[src/rtl/tia_audio_sched.sv]
// Register front-end and update scheduler for the two-channel TIA-style audio generator.
// Arbitrates CPU/loader writes into shadow registers and commits all six on each audio tick.
`timescale 1ns/1ps
module tia_audio_sched #(
  parameter int DIV = 114
) (
  input  logic       CLK_SYS,
  input  logic       RESET,
  input  logic       CPU_WE,
  input  logic [2:0] CPU_ADDR,
  input  logic [7:0] CPU_DIN,
  input  logic       LD_VALID,
  output logic       LD_READY,
  input  logic [2:0] LD_ADDR,
  input  logic [7:0] LD_DIN,
  input  logic       HOLD,
  output logic [3:0] AUDC0,
  output logic [3:0] AUDC1,
  output logic [4:0] AUDF0,
  output logic [4:0] AUDF1,
  output logic [3:0] AUDV0,
  output logic [3:0] AUDV1,
  output logic       TICK,
  output logic       DIRTY
);

  localparam int CNT_W = 10;
  localparam logic [CNT_W-1:0] CNT_LAST = CNT_W'(DIV - 1);

  function automatic logic [3:0] fn_lo4(input logic [7:0] d);
    return d[3:0];
  endfunction

  function automatic logic [4:0] fn_lo5(input logic [7:0] d);
    return d[4:0];
  endfunction

  logic [CNT_W-1:0] cnt;
  logic             commit;
  logic             wr_en;
  logic [2:0]       wr_addr;
  logic [7:0]       wr_data;

  logic [3:0] sh_audc0_p0, sh_audc1_p0, sh_audv0_p0, sh_audv1_p0;
  logic [4:0] sh_audf0_p0, sh_audf1_p0;

  // CPU wins every collision; the loader simply sees LD_READY low and retries.
  always_comb begin
    LD_READY = ~CPU_WE & ~RESET;
    wr_en    = CPU_WE | (LD_VALID & ~CPU_WE);
    wr_addr  = CPU_WE ? CPU_ADDR : LD_ADDR;
    wr_data  = CPU_WE ? CPU_DIN  : LD_DIN;
    commit   = ~HOLD & (cnt == CNT_LAST);
  end

  always_ff @(posedge CLK_SYS or posedge RESET) begin
    if (RESET) begin
      cnt  <= '0;
      TICK <= 1'b0;
    end else begin
      if (!HOLD) cnt <= commit ? '0 : cnt + 1'b1;
      TICK <= commit;
    end
  end

  // Stage p0: shadow registers, written by whichever requester won arbitration.
  always_ff @(posedge CLK_SYS or posedge RESET) begin
    if (RESET) begin
      sh_audc0_p0 <= '0;
      sh_audc1_p0 <= '0;
      sh_audf0_p0 <= '0;
      sh_audf1_p0 <= '0;
      sh_audv0_p0 <= '0;
      sh_audv1_p0 <= '0;
    end else if (wr_en) begin
      case (wr_addr)
        3'd0:    sh_audc0_p0 <= fn_lo4(wr_data);
        3'd1:    sh_audc1_p0 <= fn_lo4(wr_data);
        3'd2:    sh_audf0_p0 <= fn_lo5(wr_data);
        3'd3:    sh_audf1_p0 <= fn_lo5(wr_data);
        3'd4:    sh_audv0_p0 <= fn_lo4(wr_data);
        3'd5:    sh_audv1_p0 <= fn_lo4(wr_data);
        default: ;
      endcase
    end
  end

  // Stage p1: committed set, loaded atomically from pre-edge shadow values.
  always_ff @(posedge CLK_SYS or posedge RESET) begin
    if (RESET) begin
      AUDC0 <= '0;
      AUDC1 <= '0;
      AUDF0 <= '0;
      AUDF1 <= '0;
      AUDV0 <= '0;
      AUDV1 <= '0;
    end else if (commit) begin
      AUDC0 <= sh_audc0_p0;
      AUDC1 <= sh_audc1_p0;
      AUDF0 <= sh_audf0_p0;
      AUDF1 <= sh_audf1_p0;
      AUDV0 <= sh_audv0_p0;
      AUDV1 <= sh_audv1_p0;
    end
  end

  // A write landing in the commit cycle misses this tick, so it must keep DIRTY set.
  always_ff @(posedge CLK_SYS or posedge RESET) begin
    if (RESET) begin
      DIRTY <= 1'b0;
    end else if (wr_en && (wr_addr <= 3'd5)) begin
      DIRTY <= 1'b1;
    end else if (commit) begin
      DIRTY <= 1'b0;
    end
  end

endmodule

[config.mk]
export PLATFORM = sky130hd
export DESIGN_NAME = tia_audio_sched
export DESIGN_NICKNAME = d
export VERILOG_FILES = /design/src/rtl/tia_audio_sched.sv
export SDC_FILE = /design/constraint.sdc
export NUM_CORES = 1
export LEC_CHECK = 0
export CAP_MARGIN = 10
export CORE_MARGIN = 2
export CORE_UTILIZATION = 23
export DETAILED_ROUTE_END_ITERATION = 16
export GPL_TIMING_DRIVEN = 0
export PLACE_DENSITY = 0.47
export SYNTH_ARGS = -nofsm -noshare
export SYNTH_HDL_FRONTEND = slang
export SYNTH_SLANG_ARGS = --single-unit
[constraint.sdc]
create_clock -name CLK_SYS -period 2.82 [get_ports CLK_SYS]
set_input_delay 0.846 -clock CLK_SYS [delete_from_list [all_inputs] [get_ports CLK_SYS]]
set_output_delay 0.846 -clock CLK_SYS [all_outputs]
set_load 0.005 [all_outputs]
### After elaboration in Yosys (flattened, before gate mapping)

Cells that the tools add are included.

| word-level totals | value |
|---|---|
| register bits after elaboration | 64 |
| bits of input ports | 27 |
| logic and storage cells | 44 |
| output and inout port bits | 29 |

| cells by class | value |
|---|---|
| multiplexer cells | 5 |
| add/subtract/negate cells | 1 |
| eq/ne operators | 6 |
| magnitude comparators | 1 |
| reduce and logical (&&, ||, !) cells | 9 |
| bitwise gates (word level) | 7 |

Operators with widths:

| cell | count |
|---|---|
| $reduce_and 2->1 | 6 |
| $add 10x1->10 const B | 1 |
| $eq 10x7->1 const B | 1 |
| $mux 10 | 1 |
| $eq 3x2->1 const B | 2 |
| $eq 3x3->1 const B | 2 |
| $mux 5 | 1 |
| $and 1x1->1 | 3 |
| $eq 3x1->1 const B | 1 |
| $le 3x3->1 const B | 1 |
| $logic_not 3->1 | 1 |
| $mux 3 | 1 |
| $not 1->1 | 3 |
| $mux 1 | 2 |
| $reduce_bool 2->1 | 1 |
| $logic_and 1x1->1 | 1 |
| $or 1x1->1 | 1 |

### Logic depth before layout (Yosys ltp)

| depth | value |
|---|---|
| depth in word-level cells | 5 |
| mapped depth | 8 |
| depth with buffers taken out | 6 |

### Worst setup path after synthesis

No wires, ideal clock.

| timing path | value |
|---|---|
| kind | input to register |
| start | in CPU_WE |
| end | reg sh_audv1_p0[0] |
| setup time | 0.125 ns |
| stages on the path | 5 |
| required time | 2.695 ns |
| data arrival time | 2.225 ns |
| path slack | 0.470 ns |
| buffers on the path | 2 |
| cells stage by stage | clkbuf_1 > clkbuf_1 > nand3b_1 > a22oi_1 > mux2_2 |

| between the ends | value |
|---|---|
| longest elaborated chain between the ends | 4 |
| elaborated cells on any way between the ends | 7 |
| those cells by class | 1 x eq/ne; 2 x mux; 3 x bitwise; 1 x reduce/logical |

Ends and longest elaborated chain:

| item | line | RTL |
|---|---|---|
| from (decl) | 9 | `input logic CPU_WE,` |
| $not 1->1 | 50 | `wr_en = CPU_WE \| (LD_VALID & ~CPU_WE);` |
| $and 1x1->1 | 50 |  |
| $or 1x1->1 | 50 |  |
| $reduce_and 2->1 (no source line) | -- |  |
| to (signal assigned) | 82 | `3'd5: sh_audv1_p0 <= fn_lo4(wr_data);` |
| to (decl) | 44 | `logic [3:0] sh_audc0_p0, sh_audc1_p0, sh_audv0_p0, sh_audv1_p0;` |

Several ways; a longest one is shown, not always the timed one.
A chain may end at the register's enable or synchronous reset.

### Worst setup path in the final report

| timing path | value |
|---|---|
| start | in RESET |
| end | out LD_READY |

| between the ends | value |
|---|---|
| longest elaborated chain between the ends | 2 |

Ends and longest elaborated chain:

| item | line | RTL |
|---|---|---|
| from (decl) | 8 | `input logic RESET,` |
| $not 1->1 | 49 | `LD_READY = ~CPU_WE & ~RESET;` |
| $and 1x1->1 | 49 |  |
| to (decl) | 13 | `output logic LD_READY,` |

Every way passes these cells.

==> qor.txt <==
core region area - 12000 um^2
Max Clock Skew - 0.00756 ns
Arr. time, crit path - 1.88 ns
num rows - 40
Yosys reg bits - 64
Syn Nets - 219
WL/cell - 14.9 um
async set or reset register ratio after synthesis - 100%
Worst Setup SP - RESET
Placed Area - 3490 um^2
full die area - 13100 um^2
synthesized cell area - 2800 um^2
RR Startpoint - cnt[1]
die height - 114 um
ratio of cells with drive above 1 in the final layout - 31.8%
crit-path max FO - 2
crit path to - LD_READY
Slew Limit Fails - 0
TritonCTS clock tree - yes
Final Hold Viols - 0
# Post-CTS Setup Buffers - 0
maximum buffer depth of the clock tree - 2
unrepaired setup endpoints after global routing - no
1st-iter DRT viols - 28
gr usage total - 9.82%
Critical Path RT - 1.97 ns
fmax - 0.367 GHz
Die X - 114 um
worst r2r dst - AUDF0[3]
largest cells by area after synthesis - dfrtp_1, mux2_2, mux2_4, buf_12, xor2_1
post-synthesis cell count - 190
post-synth top area share - 57.2%
CTS Hold Bufs - 0
DP Worst Slack - -0.189 ns
grt ovf - 0
largest net degree at the start of global routing - 40
Tightest Pin Transition - 0.836 ns
Via density - 4.21
hold crit path type - flop to flop
final wirelength - 5970 um
Vias - 1693
Hold Slack - 0.473 ns
worst r2r path cells - 7
Tot Pwr - 2.72 mW
MaxCap Viol Count - 0
Setup WS post-layout - 0.0963 ns
post-route cell area - 3810 um^2
EDFF count, synth - 0
CTS root buf - clkbuf_16
Lkg Pwr - 1.73 nW
synth warn - 0
crit share post-route - 96.6%
register area share after synthesis - 57.2%
via count of the first global-routing pass - 1731
headroom to the max-slew limit - 44.2%
initial antenna violation count - 0
first-pass GRT wire length - 9620 um
number of setup violations in the final report - 0
clk_lat worst skew - 0.32 ns
min cycle time layout - 2.72 ns
gp weighted congestion - 0.739
storage element area - 1600 um^2
crit path launch type - input pin
Final ANT Viol Nets - 0
Initial DRT Pass Iterations - 4
n_diodes - 0
Layout fillers - 1174
Max VDD drop - 282 uV
Pwr per Cell Area - 714 nW/um^2
Post-DP HPWL - 4090 um
Unique masters post-synth - 39
H-tree levels - 3
Hold Path Origin - cnt[9]
area taken by multi-input logic gates - 1120 um^2
Area Growth Syn to Fin - 35.9%
Initial Util - 23.4%
clk slew on worst S/H paths - 0.05 ns
critical path endpoint category - primary output
fin nets - 279
FF-to-FF setup slack - 0.64 ns
prevailing post-synth register cell - dfrtp_1
outcome - completed
Crit Path Category - input pin to primary output
Syn Area/Cell - 14.7 um^2
CTS Buf Count - 9
Ports - 56
drt drc - 0
largest area contributor in the netlist - dfrtp_1
IO buf count - 48
clock sink count - 64
-- timing repair --
item                                    in CTS  in global routing
endpoints found under the setup margin       1                  1
pin swaps                                    0                  0
resized for setup                            2                  2
-- flip-flops by register name (all words and copies together), names as in the netlist --
name / cells
AUDC0: 4
AUDC1: 4
AUDF0: 5
AUDF1: 5
AUDV0: 4
AUDV1: 4
DIRTY: 1
TICK: 1
cnt: 10
sh_audc0_p0: 4
sh_audc1_p0: 4
sh_audf0_p0: 5
sh_audf1_p0: 5
sh_audv0_p0: 4
sh_audv1_p0: 4
-- per-layer routing --
layer	wire length (um)	share of wire (%)	GRT usage, %	up-vias
met2	2600	44	14.0	46
met5	0	0	0	-
met3	360	6.0	4.18	10
li1	-	-	-	801
met4	138	2.3	3.82	0
met1	2870	48	13.2	836
-- through the flow --
stage	TNS (ns)	std cells	util [%]
after floorplan	0	190	-
after detailed placement	-1.82	386	29.1
after global routing	0	402	31.8
final	0	402	31.8
after global placement	-55.85	385	29.0
after CTS	0	402	31.8
-- power by group --
group / leakage, nW / total (mW) / switching [mW] / internal, mW
sequential: 0.809 / 1.20 / 0.117 / 1.08
clock: 0.154 / 1.17 / 0.377 / 0.797
combinational: 0.764 / 0.347 / 0.143 / 0.205
-- cell families (layout without fill, tap and decap cells) --
logic type / count (synthesis) / after routing / share of synthesized area (%)
DFF: 64 / 64 / 57.2
muxes: 58 / 58 / 25.7
and+or+nand+nor: 36 / 36 / 7.95
AOI/OAI and AO/OA: 12 / 12 / 3.22
buffers and inverters: 11 / 76 / 2.90
xor gates and xnor gates: 7 / 7 / 2.19
adders and majority gates: 2 / 2 / 0.893
-- cell usage in the layout, fill, tap and decap left out, types with 4 or more instances in the layout --
cell             instances
inv_1                    5
dfrtp_1                 64
clkdlybuf4s50_1         48
clkbuf_16                9
mux2_2                  39
nand2_1                  6
mux2_4                  18
nor2_1                   5
xor2_1                   4
-- critical path, stage by stage --
cell and delay (ns):
clkdlybuf4s50_1 0.43, nor2_1 0.10, clkdlybuf4s50_1 0.50
-- cell type report --
cell class / instances / share of cell area [%]
clock inverter: 3 / 1.71
sequential: 64 / 42.1
clock buffer: 13 / 6.57
timing repair buffer: 49 / 13.1
tap: 147 / 4.83
inverter: 6 / 0.592
buffer: 5 / 1.68
multi-input combinational: 115 / 29.4
-- synth_stat cells (2+ instances only) --
| master | instances |
|---|---|
| buf_12 | 2 |
| clkbuf_1 | 2 |
| dfrtp_1 | 64 |
| ha_1 | 2 |
| inv_1 | 6 |
| mux2_2 | 39 |
| mux2_4 | 18 |
| nand2_1 | 6 |
| nand3_1 | 2 |
| nand3b_1 | 3 |
| nand4b_1 | 2 |
| nor2_1 | 5 |
| nor2b_1 | 2 |
| nor3_1 | 3 |
| nor3b_1 | 2 |
| o2bb2ai_1 | 2 |
| or3_1 | 3 |
| xnor2_1 | 3 |
| xor2_1 | 4 |
-- worst min-delay path by stage --
stage | to | cells past startpoint
2_1_floorplan | cnt[9] | 1
3_3_place_gp | cnt[9] | 1
3_5_place_dp | cnt[9] | 1
4_1_cts | cnt[9] | 1
5_1_grt | cnt[9] | 1
6_report | cnt[9] | 1
Power figures use the tool's default switching activity.
